[src/rtl/adc_scan_sequencer_if.sv]
// ADC capture handshake bundle: the sequencer drives the request and ack, and
// the capture block returns ready/data.
interface adc_scan_sequencer_if;
   logic        ctl_valid;
   logic [2:0]  address;
   logic        adc_ack;
   logic        adc_ready;
   logic [11:0] d_signal;

   modport master (output ctl_valid, output address, output adc_ack,
                   input adc_ready, input d_signal);
   modport slave  (input ctl_valid, input address, input adc_ack,
                   output adc_ready, output d_signal);
endinterface

[src/rtl/adc_scan_sequencer.sv]
// Periodic ascending scan of masked ADC channels, with per-channel result registers,
// a conversion timeout and sticky overrun detection.
module adc_scan_sequencer #(
   parameter int unsigned clk_hz         = 25000000,
   parameter int unsigned scan_hz        = 1000,
   parameter int unsigned timeout_cycles = 4096
) (
   input  logic                        clk,
   input  logic                        rst_n,
   input  logic                        enable,
   input  logic [7:0]                  ch_mask,
   adc_scan_sequencer_if.master        adc,
   input  logic [2:0]                  rd_addr,
   output logic [11:0]                 rd_data,
   output logic [7:0]                  sample_valid,
   output logic                        scan_done,
   output logic                        timeout_err,
   output logic                        overrun
);
   localparam int unsigned P  = clk_hz / scan_hz;
   localparam int unsigned CW = (P > 1) ? $clog2(P) : 1;
   localparam int unsigned WW = $clog2(timeout_cycles + 1);
   localparam logic [CW-1:0] TICK_AT   = CW'(P - 1);
   localparam logic [WW-1:0] WAIT_LAST = WW'(timeout_cycles - 1);

   typedef enum logic [2:0] {IDLE, SETUP, CONVERT, RELEASE, NEXT} state_t;

   state_t             state_q, state_d;
   logic [CW-1:0]      tcnt_q, tcnt_d;
   logic [WW-1:0]      wait_q, wait_d;
   logic [7:0]         scan_mask_q, scan_mask_d;
   logic [2:0]         address_q, address_d;
   logic               adc_ack_q, adc_ack_d;
   logic               timeout_err_q, timeout_err_d;
   logic               overrun_q, overrun_d;
   logic [7:0]         sample_valid_q, sample_valid_d;
   logic [7:0][11:0]   result_q, result_d;
   logic               tick;
   logic [7:0]         higher;

   function automatic logic [2:0] lowest(input logic [7:0] m);
      lowest = 3'd0;
      for (int i = 7; i >= 0; i--)
         if (m[i]) lowest = 3'(i);
   endfunction

   always_comb begin
      tick           = (tcnt_q == TICK_AT);
      tcnt_d         = tick ? '0 : tcnt_q + 1'b1;
      higher         = scan_mask_q & (8'hFE << address_q);
      state_d        = state_q;
      wait_d         = '0;
      scan_mask_d    = scan_mask_q;
      address_d      = address_q;
      adc_ack_d      = 1'b0;
      timeout_err_d  = 1'b0;
      result_d       = result_q;
      scan_done      = 1'b0;
      // A tick outside IDLE means the scan overran its period; it is dropped.
      overrun_d      = overrun_q | (tick && state_q != IDLE);
      sample_valid_d = sample_valid_q;
      if (adc_ack_q) sample_valid_d[address_q] = 1'b1;

      case (state_q)
         IDLE: begin
            if (tick && enable && ch_mask != 8'd0) begin
               scan_mask_d = ch_mask;
               address_d   = lowest(ch_mask);
               state_d     = SETUP;
            end
         end
         SETUP: state_d = CONVERT;
         CONVERT: begin
            wait_d = wait_q + 1'b1;
            if (adc.adc_ready) begin
               result_d[address_q] = adc.d_signal;
               adc_ack_d           = 1'b1;
               state_d             = RELEASE;
            end else if (wait_q == WAIT_LAST) begin
               sample_valid_d[address_q] = 1'b0;
               timeout_err_d             = 1'b1;
               state_d                   = NEXT;
            end
         end
         RELEASE: begin
            if (!adc.adc_ready) state_d = NEXT;
         end
         NEXT: begin
            if (higher == 8'd0) begin
               scan_done = 1'b1;
               state_d   = IDLE;
            end else if (enable) begin
               address_d = lowest(higher);
               state_d   = SETUP;
            end else begin
               state_d   = IDLE;
            end
         end
         default: state_d = IDLE;
      endcase
   end

   always_ff @(posedge clk or negedge rst_n) begin
      if (!rst_n) begin
         state_q        <= IDLE;
         tcnt_q         <= '0;
         wait_q         <= '0;
         scan_mask_q    <= '0;
         address_q      <= '0;
         adc_ack_q      <= 1'b0;
         timeout_err_q  <= 1'b0;
         overrun_q      <= 1'b0;
         sample_valid_q <= '0;
         result_q       <= '0;
      end else begin
         state_q        <= state_d;
         tcnt_q         <= tcnt_d;
         wait_q         <= wait_d;
         scan_mask_q    <= scan_mask_d;
         address_q      <= address_d;
         adc_ack_q      <= adc_ack_d;
         timeout_err_q  <= timeout_err_d;
         overrun_q      <= overrun_d;
         sample_valid_q <= sample_valid_d;
         result_q       <= result_d;
      end
   end

   // ctl_valid decodes straight from state so an async reset drops it at once.
   assign adc.ctl_valid = (state_q == CONVERT);
   assign adc.address   = address_q;
   assign adc.adc_ack   = adc_ack_q;
   assign rd_data       = result_q[rd_addr];
   assign sample_valid  = sample_valid_q;
   assign timeout_err   = timeout_err_q;
   assign overrun       = overrun_q;
endmodule

[src/flat_wrapper.sv]
// flat-port wrapper written by rule: the top's interface ports become plain ports
module adc_scan_sequencer_flat 
#(
   parameter int unsigned clk_hz         = 25000000,
   parameter int unsigned scan_hz        = 1000,
   parameter int unsigned timeout_cycles = 4096
)
  (clk, rst_n, enable, ch_mask, rd_addr, rd_data, sample_valid, scan_done, timeout_err, overrun, adc_ctl_valid, adc_address, adc_adc_ack, adc_adc_ready, adc_d_signal);
  adc_scan_sequencer_if adc_i ();
  input  logic clk;
  input  logic rst_n;
  input  logic enable;
  input  logic [7:0] ch_mask;
  input  logic [2:0] rd_addr;
  output logic [11:0] rd_data;
  output logic [7:0] sample_valid;
  output logic scan_done;
  output logic timeout_err;
  output logic overrun;
  output wire logic [$bits(adc_i.ctl_valid)-1:0] adc_ctl_valid;
  output wire logic [$bits(adc_i.address)-1:0] adc_address;
  output wire logic [$bits(adc_i.adc_ack)-1:0] adc_adc_ack;
  input wire logic [$bits(adc_i.adc_ready)-1:0] adc_adc_ready;
  input wire logic [$bits(adc_i.d_signal)-1:0] adc_d_signal;
  assign adc_ctl_valid = adc_i.ctl_valid;
  assign adc_address = adc_i.address;
  assign adc_adc_ack = adc_i.adc_ack;
  assign adc_i.adc_ready = adc_adc_ready;
  assign adc_i.d_signal = adc_d_signal;
  adc_scan_sequencer #(.clk_hz(clk_hz), .scan_hz(scan_hz), .timeout_cycles(timeout_cycles)) u_core (.clk(clk), .rst_n(rst_n), .enable(enable), .ch_mask(ch_mask), .adc(adc_i), .rd_addr(rd_addr), .rd_data(rd_data), .sample_valid(sample_valid), .scan_done(scan_done), .timeout_err(timeout_err), .overrun(overrun));
endmodule
[config.mk]
export PLATFORM = sky130hd
export DESIGN_NAME = adc_scan_sequencer_flat
export DESIGN_NICKNAME = d
export VERILOG_FILES = /design/src/rtl/adc_scan_sequencer_if.sv /design/src/rtl/adc_scan_sequencer.sv /design/src/flat_wrapper.sv
export SDC_FILE = /design/constraint.sdc
export NUM_CORES = 1
export LEC_CHECK = 0
export CAP_MARGIN = 40
export CORE_MARGIN = 2
export CORE_UTILIZATION = 55
export CTS_CLUSTER_DIAMETER = 100
export DETAILED_ROUTE_END_ITERATION = 10
export GPL_ROUTABILITY_DRIVEN = 0
export PLACE_DENSITY = 0.85
export REMOVE_ABC_BUFFERS = 1
export SLEW_MARGIN = 15
export SYNTH_ARGS = -nofsm -noshare
export SYNTH_HDL_FRONTEND = slang
export SYNTH_SLANG_ARGS = --single-unit
[constraint.sdc]
create_clock -name clk -period 3.5 [get_ports clk]
set_input_delay 0.7 -clock clk [delete_from_list [all_inputs] [get_ports clk]]
set_output_delay 0.7 -clock clk [all_outputs]
set_load 0.05 [all_outputs]
Yosys cells after proc, flatten, opt, wreduce, memory -nomap -nowiden

Index checks and enable logic that the tools add are counted.

Multiplexer cells: 47
Reductions and logical operators: 13
Bitwise operators: 5
$lt $le $gt $ge: 3
Equal/unequal tests: 11
$add $sub $neg: 2
Shifts and indexed selects: 1

Operators with widths:

| kind                    | count |
|---|---|
| $bwmux W96              | 1 |
| $mux W3                 | 24 |
| $bmux W12 S3            | 1 |
| $demux W12 S3           | 1 |
| $mux W8                 | 4 |
| $mux W12                | 2 |
| $and A8 B8 Y8           | 2 |
| $add A15 B1 Y15 const B | 1 |
| $eq A15 B15 Y1 const B  | 1 |
| $mux W15                | 1 |
| $pmux W3 S5             | 1 |
| $add A13 B1 Y13 const B | 1 |
| $eq A13 B12 Y1 const B  | 1 |
| $mux W13                | 1 |
| $mux W1                 | 9 |
| $logic_not A8 Y1        | 1 |
| $lt A3 B4 Y1 const B    | 2 |
| $not A8 Y8              | 1 |
| $or A8 B8 Y8            | 1 |
| $reduce_bool A8 Y1      | 1 |
| $shl A8 B3 Y8 const A   | 1 |
| $eq A3 B2 Y1 const B    | 2 |
| $ne A2 B2 Y1 const B    | 3 |
| $pmux W3 S2             | 1 |
| 14 further kinds        | 18 |

Output and inout port bits: 28
Register bits: 149

Depth between registers and ports, before layout

Word-level depth: 13
Depth in mapped cells: 6

Worst setup path after synthesis

No wires, ideal clock.

Kind: flip-flop to output port
Start: reg u_core.address_q[2], in the netlist u_core.adc.address[2]
End: out scan_done
Stages on the path, launching flop included: 6
Data required time: 2.800 ns
Setup slack: 0.475 ns
Data arrival time: 2.325 ns
Path buffers: 1
Cells stage by stage: dfrtp_1 > buf_2 > o2bb2ai_1 > nand4_1 > or3b_2 > nor2_1

Longest elaborated chain between the ends: 5

Ends and longest elaborated chain:

| item                   | line                      | RTL |
|---|---|---|
| from (decl)            | adc_scan_sequencer.sv:32  | `logic [2:0] address_q, address_d;` |
| from (signal assigned) | adc_scan_sequencer.sv:120 | `address_q <= address_d;` |
| $shl A8 B3 Y8          | adc_scan_sequencer.sv:50  | `higher = scan_mask_q & (8'hFE << address_q);` |
| $and A8 B8 Y8          | adc_scan_sequencer.sv:50  |  |
| $logic_not A8 Y1       | adc_scan_sequencer.sv:89  | `if (higher == 8'd0) begin` |
| $mux W1                | adc_scan_sequencer.sv:89  |  |
| $mux W1                | adc_scan_sequencer.sv:64  | `case (state_q)` |
| to (decl)              | flat_wrapper.sv:17        | `output logic scan_done;` |

Every way passes these cells.

Final worst setup path

Start: reg u_core.address_q[0], in the netlist u_core.adc.address[0]
End: out scan_done

Same word-level chain as after synthesis.

==> run summary <==
Async S/R FF share, synth: 100.0%
Wire per inst: 19.77 um
Hold/Removal Path Class: in2async
DRT antenna net count: 0
CTS root buf: clkbuf_16
Crit Reg-Reg Startpoint: u_core.adc.address[0]$_DFFE_PN0P_
Die area: 0.01332 mm^2
Initial antenna violation count: 0
Core area: 0.01206 mm^2
First-pass GRT wire length: 24740 um
DR vias: 4435
Critical R2R Capture: u_core.adc.address[1]$_DFFE_PN0P_
Critical Path RT: 2800 ps
Die Y: 115.4 um
Total track usage: 24.68%
TNS Setup: 0 ps
Result of the run: finished, final reports clean
Skew-Pair Late Insertion Delay: 420 ps
Synth Register Bits: 148
CP startpoint kind: flip-flop
Setup bufs post-CTS: 0
RSZ-0062 raised after global routing: no
Top_reg_cell synth: dfrtp_1
Worst-case clock buffer depth: 2
Area grow syn2layout: 21.40%
Synth cell types: 50
Total wire length: 14890 um
Critical path arrival: 2570 ps
CTS buffer count: 17
DRC Markers: 0
Max Cap Violations: 0
Post-synth EDFFs: 0
# fillers: 814
Initial Util: 56.62%
Ratio of total power to cell area: 763.5 mW/mm^2
Final Cell Area: 0.008290 mm^2
Worst Reg-to-Reg Cells: 5
Minimum clock period: 3266 ps
Vias in the first global route: 4798
Pre-antenna DRT Iters: 4
Mapped Avg Cell Area: 13.44 um^2
Fmax: 0.3062 GHz
Worst-Margin Slew: 778.7 ps
Crit Path Class: reg2out
DRT iter0 DRCs: 262
Chip Width: 115.4 um
Via density per instance: 5.890
CTS tree: built
CTS H-tree depth: 4
Yosys warns: 0
Clk sinks: 148
Nets@finish: 601
Syn Std Cell Area: 0.006829 mm^2
CP max FO: 15
Worst R2R Setup Slack: 1350 ps
Max-slew headroom: 48.09%
Final hold violation count: 0
Commonest non-fill, non-tap cell in the layout: dfrtp_1
PortBufs: 54
Antenna Cells: 0
Placed Area: 0.007586 mm^2
Slew Limit Fails: 0
Layout cells sized above 1: 36.24%
Final setup viols: 0
Fin crit share: 93.31%
Commonest cells after routing, fill and taps aside: dfrtp_1 (148), mux2_2 (114), clkdlybuf4s50_1 (39)
Non-filler cells, final: 753
Worst Setup End Kind: primary output
I/O pins: 55
Final global-route overflow total: 0
Dpl hpwl: 9173 um
Largest net degree at the start of global routing: 89
Worst-path clk slew: 60 ps
Worst clock skew: 7.158 ps
Leakage Power: 3.734 nW
Worst IR drop on VDD: 0.3350 mV
Dpl cells: 721
Sequential-to-total area share from yosys stat: 54.23%
Post-Synthesis Cells: 508
Row count: 40
==> critical path, cell delays in order (launching register included) <==
cell	delay [ps]
dfrtp_1	610
nand2b_1	210
nand4_1	120
or3b_2	540
nor2_1	120
dlygate4sd2_1	540
==> state kept, by name, indices dropped and copies added, names as in the netlist <==
name,cells
u_core.result_q,96
u_core.tcnt_q,15
u_core.wait_q,13
u_core.sample_valid,8
u_core.scan_mask_q,7
u_core.adc.address,3
u_core.state_q,3
u_core.adc.adc_ack,1
u_core.overrun,1
u_core.timeout_err,1
==> cells in the mapped netlist (2+ instances only) <==
master	n	area share, %
a21oi_1	22	1.6
xor2_1	12	1.5
or3_1	3	0.27
ha_1	2	0.37
and3_1	6	0.55
nand2_1	20	1.1
dfrtp_1	148	54
nor3_1	8	0.59
and2_1	3	0.27
clkbuf_1	9	0.49
o211ai_1	2	0.22
o31ai_1	3	0.33
o21ai_0	7	0.51
nand4_1	5	0.46
inv_1	8	0.44
nor4_1	4	0.37
xnor2_1	9	1.2
nor2b_1	4	0.37
or3b_2	3	0.38
buf_1	3	0.16
nor3b_1	2	0.22
nand2b_1	4	0.37
nand3_1	12	0.88
buf_2	10	0.73
a31oi_1	3	0.27
nor2_1	34	1.9
or4_1	3	0.33
mux2_2	114	19
mux4_2	24	7.9
==> cell families after synthesis <==
| group | share of synthesized area (%) |
|---|---|
| and+or+nand+nor | 9.326 |
| DFF | 54.23 |
| AOI/OAI and AO/OA | 4.471 |
| buffers and inverters | 1.832 |
| muxes | 27.08 |
| xor gates and xnor gates | 2.693 |
| adders and majority gates | 0.3664 |
==> layout make-up <==
class	instances	area (um^2)	area share, %
clock buffers	19	452.9	5.463
clock inverters	13	252.7	3.049
inverters	8	30.03	0.3622
multi-input cells	330	3013	36.34
flip-flops and latches	148	3704	44.67
well taps	168	210.2	2.535
repair buffers	67	628.1	7.576
==> how the worst max path moves through the flow <==
stage | start | end | slack, ps | depth (start not counted)
floorplan | u_core.adc.address[0]$_DFFE_PN0P_ | scan_done | 490 | 4
global placement | u_core.adc.address[0]$_DFFE_PN0P_ | scan_done | 480 | 5
detailed placement | u_core.adc.address[0]$_DFFE_PN0P_ | scan_done | 420 | 5
CTS | u_core.adc.address[0]$_DFFE_PN0P_ | scan_done | 240 | 5
global route | u_core.adc.address[0]$_DFFE_PN0P_ | scan_done | 50 | 5
finish | u_core.adc.address[0]$_DFFE_PN0P_ | scan_done | 230 | 5
==> layer usage <==
layer / share of wire [%] / track usage, % / up-vias
met5: 0 / 0 / -
met4: 1.7 / 7.309 / 0
met3: 5.1 / 6.590 / 23
met2: 51 / 40.51 / 133
met1: 42 / 32.64 / 2291
li1: - / - / 1988
==> per-stage QoR <==
step | hold WS [ps] | util, % | setup WS (ps) | total power, mW
after floorplan | 404.4 | - | 494.9 | 3.626
after global placement | 446.8 | 62.89 | 477.3 | 4.058
after detailed placement | 459.3 | 62.89 | 415.8 | 4.169
after CTS | 355.7 | 68.73 | 237.3 | 6.363
after global routing | 385.9 | 68.73 | 49.68 | 6.611
final | 318.6 | 68.73 | 234.2 | 6.330
==> timing repair <==
item / 4_1_cts / 5_1_grt
endpoints found under the hold margin: 0 / 0
hold buffers: 0 / 0
gates resized for setup: 1 / 0
setup endpoints to repair: 1 / 0
==> report_power, final <==
part           internal [mW]  switching [mW]
Sequential              2.18           0.336
Clock                   1.45           0.705
Combinational          0.827           0.833
Total                   4.46            1.87
Note: power is estimated with default switching activity, not from simulation.
